File: src/rtl/pipelined_addsub.sv
// Pipelined WIDTH-bit adder/subtractor. The carry chain is cut into STAGES slices with a
// registered carry between them; a global stall freezes every stage including the outputs.
module pipelined_addsub #(
  parameter int WIDTH  = 32,
  parameter int STAGES = 4
) (
  input  logic             clk,
  input  logic             rst,
  input  logic             in_valid,
  output logic             in_ready,
  input  logic [WIDTH-1:0] a,
  input  logic [WIDTH-1:0] b,
  input  logic             ci,
  input  logic             sub,
  output logic             out_valid,
  input  logic             out_ready,
  output logic [WIDTH-1:0] sum,
  output logic             co,
  output logic             ovf,
  output logic             zero
);

  localparam int SLICE = WIDTH / STAGES;

  // Stage k holds operands, the partial result (bits below k*SLICE) and the carry into slice k.
  logic [STAGES-1:0]            r_v;
  logic [STAGES-1:0][WIDTH-1:0] r_a;
  logic [STAGES-1:0][WIDTH-1:0] r_b;
  logic [STAGES-1:0][WIDTH-1:0] r_s;
  logic [STAGES-1:0]            r_c;

  logic [STAGES-1:0][SLICE:0]   w_slice;
  logic [STAGES-1:0][WIDTH-1:0] w_snext;

  logic             r_out_v;
  logic [WIDTH-1:0] r_sum;
  logic             r_co;
  logic             r_ovf;
  logic             r_zero;

  logic             w_adv;
  logic [WIDTH-1:0] w_final;
  logic             w_final_co;
  logic             w_ovf;

  assign w_adv    = !r_out_v || out_ready;
  assign in_ready = w_adv;

  always_comb begin
    for (int k = 0; k < STAGES; k++) begin
      w_slice[k] = {1'b0, r_a[k][k*SLICE +: SLICE]}
                 + {1'b0, r_b[k][k*SLICE +: SLICE]}
                 + {{SLICE{1'b0}}, r_c[k]};
      w_snext[k] = r_s[k];
      w_snext[k][k*SLICE +: SLICE] = w_slice[k][SLICE-1:0];
    end
  end

  assign w_final    = w_snext[STAGES-1];
  assign w_final_co = w_slice[STAGES-1][SLICE];
  // r_b already holds ~b in subtract mode, so this is the usual same-sign/different-result test.
  assign w_ovf      = (r_a[STAGES-1][WIDTH-1] == r_b[STAGES-1][WIDTH-1]) &&
                      (w_final[WIDTH-1] != r_a[STAGES-1][WIDTH-1]);

  always_ff @(posedge clk) begin
    if (rst) begin
      r_v     <= '0;
      r_out_v <= 1'b0;
      r_sum   <= '0;
      r_co    <= 1'b0;
      r_ovf   <= 1'b0;
      r_zero  <= 1'b0;
    end else if (w_adv) begin
      r_v[0] <= in_valid;
      if (in_valid) begin
        r_a[0] <= a;
        r_b[0] <= sub ? ~b : b;
        r_c[0] <= sub ? ~ci : ci;
        r_s[0] <= '0;
      end
      for (int k = 1; k < STAGES; k++) begin
        r_v[k] <= r_v[k-1];
        r_a[k] <= r_a[k-1];
        r_b[k] <= r_b[k-1];
        r_s[k] <= w_snext[k-1];
        r_c[k] <= w_slice[k-1][SLICE];
      end
      r_out_v <= r_v[STAGES-1];
      // Bubbles leave the result/flags untouched so they keep their last meaningful value.
      if (r_v[STAGES-1]) begin
        r_sum  <= w_final;
        r_co   <= w_final_co;
        r_ovf  <= w_ovf;
        r_zero <= (w_final == '0);
      end
    end
  end

  assign out_valid = r_out_v;
  assign sum       = r_sum;
  assign co        = r_co;
  assign ovf       = r_ovf;
  assign zero      = r_zero;

endmodule

File: config.mk
export PLATFORM = sky130hd
export DESIGN_NAME = pipelined_addsub
export DESIGN_NICKNAME = d
export VERILOG_FILES = /design/src/rtl/pipelined_addsub.sv
export SDC_FILE = /design/constraint.sdc
export NUM_CORES = 1
export LEC_CHECK = 0
export CAP_MARGIN = 25
export CORE_MARGIN = 2
export CORE_UTILIZATION = 35
export CTS_CLUSTER_SIZE = 40
export DETAILED_ROUTE_END_ITERATION = 10
export DONT_BUFFER_PORTS = 1
export PLACE_DENSITY = 0.47
export SETUP_SLACK_MARGIN = 0.5
export SLEW_MARGIN = 15
export SYNTH_ARGS = -nofsm -noshare
export SYNTH_HDL_FRONTEND = slang
export SYNTH_SLANG_ARGS = --single-unit
File: constraint.sdc
create_clock -name clk -period 12.18 [get_ports clk]
set_clock_uncertainty 0.15 [all_clocks]
set_input_delay 2.436 -clock clk [delete_from_list [all_inputs] [get_ports clk]]
set_output_delay 2.436 -clock clk [all_outputs]
set_load 0.05 [all_outputs]
==> qor.csv <==
stage,metric,value,unit
timing,fin_setup_tns,0,ps
route,wl_met1,6850,µm
clock_network,cts_tree,built,
route,dr.pass1.iters,4,
clock_network,root_buffer,clkbuf_16,
layout,antenna_cells,0,
worst_setup_path,path_buf_inv,1,
timing,slew_violations,0,
worst_setup_path,critical_path_depth,2,
yosys,ys_top_cells_by_area,"edfxtp_1 (68%), dfxtp_1 (8.5%), xor2_1 (4.1%)",
route,ant_nets,0,
pwr,total_power,1.93,mW
die,dieArea,28100,µm²
yosys,yosys.area_share.simple,0.0625,
global_route,track_usage,0.109,
global_route,grt_pass1_vias,4622,
yosys,synth_enable_flop_cells,212,
placed_design,portBuffers,0,
placed_design,place.detailed.hpwl,9910,µm
route,dr.max_layer_used,met4,
yosys,synth_compound_area_frac,0.0487,
yosys,yosysWarnings,0,
yosys,synth_flop_cell,edfxtp_1,
worst_setup_path,reg2regPathDepth,9,
clock_network,clock_latency,530,ps
route,wl_met3,1040,µm
layout,instances_no_fill,970,
worst_setup_path,endpoint_kind,output pin,
yosys,synth_common_cells,"edfxtp_1 (212), nand2_1 (79), a21oi_1 (49)",
clock_network,numCtsBuffers,28,
die,io_pins,107,
route,viasPerCell,4.56,
layout,finish.utilization,0.408,
timing,hold_violations,0,
worst_setup_path,slowest_delay,290,ps
die,rows,59,
yosys,async_reset_ff_frac,0,
worst_setup_path,worst_path_max_delay_cell,clkinv_2,
route,met2_length,6930,µm
clock_network,ctsHoldBuffers,0,
timing,timing.hold.ws,267,ps
die,core_area,26200,µm²
timing,period_needed,5500,ps
clock_network,h-tree-depth,1,
clock_network,post_cts_buffers,0,
timing,clock.fmax,0.182,GHz
yosys,syn_area_per_cell,15.7,µm²
yosys,syn_area,9370,µm²
route,drc_errors,0,
yosys,synth_seq_cells,252,
run,cap_violations,0,
timing,period_share,0.452,
yosys,ys_seq_area_frac,0.765,
min_path,hp-class,flop to flop,
pwr,p_leak,3.74,nW
global_route,grt_max_degree,88,
worst_setup_path,crit_chain,nor2b_4 > clkinv_2,
global_route,grt-ovfl-total,0,
placed_design,gp_congestion,0.803,
worst_setup_path,critical-path-top-delay-family,buffers and inverters,
yosys,synth_top_family_by_area,simple AND/OR/NAND/NOR gates,
clock_network,clk_path_buf_depth,3,
global_route,grt_first_pass_wirelength,24200,µm
timing,slew_headroom,0.387,
clock_network,cts_resized,0,
worst_setup_path,worstPathArrival,2920,ps
worst_setup_path,critPathRequiredTime,9590,ps
route,dr.first_iter.drc_count,226,
layout,fillers,2345,
pwr,power_density,180,nW/µm²
yosys,yosys.area.top_type_share,0.679,
run_status,status,completed,
placed_design,dp.cells,918,
global_route,antenna_found_initial,0,
timing,worst_pin_slew,920,ps
min_path,holdPathStages,0,
die,die_height,168,µm
yosys,ys_types,39,
layout,layout.nets,720,
pwr,vdd_drop_max,0.0000797,V
yosys,synth_nets,702,
clock_network,cts.sinks,252,
worst_setup_path,cp-start-kind,primary input,
yosys,synth_xor_area_frac,0.0505,
route,vias,4425,
route,drt-wirelength-per-cell,15.8,µm
yosys,synthMuxAreaShare,0,
timing,rsz0062_at_grt,no,
yosys,synthAdderAreaFrac,0.0545,
yosys,yosysMostFrequentCell,edfxtp_1,
yosys,yosys.area.top_type,edfxtp_1,
yosys,synth_cells,596,
layout,areaGrowthSynthToFinish,14.0,%
worst_setup_path,critPathKind,primary input to output pin,
timing,setup_violations,0,
die,initial_core_util,0.358,
layout,layout-drive-gt1-share,0.0819,
clock_network,cts.clk_slew.worst_paths,60,ps
route,drt-total-wl,15300,µm
worst_setup_path,cp_max_fo,7,
die,die_x,168,µm
==> layout make-up <==
type | instances | area [µm²] | share of cell area
Sequential cell | 252 | 7170 | 0.671
Multi-Input combinational cell | 302 | 2040 | 0.191
Clock buffer | 40 | 797 | 0.0746
Tap cell | 335 | 419 | 0.0392
Clock inverter | 11 | 106 | 0.00995
Inverter | 25 | 95.1 | 0.00890
Timing Repair Buffer | 5 | 65.1 | 0.00609
==> registers in the layout, indices dropped and copies added (netlist names) <==
register,count
co,1
out_valid,1
ovf,1
r_a,80
r_b,80
r_c,4
r_s,48
r_v,4
sum,32
zero,1
==> cell families (layout without fill, tap and decap cells) <==
| group | count (synthesis) | count (layout) |
|---|---|---|
| AO/OA/AOI/OAI | 81 | 81 |
| AND/OR/NAND/NOR | 131 | 131 |
| XOR/XNOR | 54 | 54 |
| flip-flops | 252 | 252 |
| adder cells (fa/ha/maj) | 36 | 36 |
| buffers and inverters | 42 | 81 |
==> metrics by stage <==
step	setup slack [ps]	cell area, µm²
floorplan	785	9370
finish	6680	10700
global route	6650	10700
detailed placement	6680	9750
CTS	6680	10700
global placement	6700	9740
==> per-layer routing <==
| metal | GRT usage | vias to the layer above |
|---|---|---|
| li1 | - | 2193 |
| met3 | 0.0267 | 33 |
| met4 | 0.0439 | 0 |
| met2 | 0.173 | 119 |
| met5 | 0 | - |
| met1 | 0.143 | 2080 |
==> worst register-to-register path: stages, from the launching register on <==
cell and delay (ps):
edfxtp_1 360, fa_1 260, inv_1 80, fa_1 550
nor4b_2 250, and4_1 260, nand3_1 100, or4_1 500
nor3_1 150, a21o_1 130
==> path summary, 6_finish.rpt <==
check	slack, ps	endpoint	from
worst min register to register	270	r_b[120]	r_b[88]
worst max-delay path	6680	in_ready	out_ready
worst max register to register	9340	zero	r_a[120]
worst min-delay path	270	r_b[120]	r_b[88]
==> report_power, final <==
group	switching, mW	internal (mW)
Combinational	0.0549	0.0369
Clock	0.320	0.495
Sequential	0.0239	0.998
==> layout by cell type (no fill, tap or decap), types with 7 or more instances in the layout <==
cell	Yosys	layout
clkbuf_1	11	8
clkbuf_16	0	29
ha_1	28	28
nand2_1	79	79
nor3_1	7	7
o21ai_0	7	7
fa_1	8	8
nor2_1	19	18
edfxtp_1	212	212
xnor2_1	10	10
xor2_1	44	44
dfxtp_1	40	40
o21ai_1	8	8
a21oi_1	49	49
inv_1	24	24
Note: power is estimated with default switching activity, not from simulation.
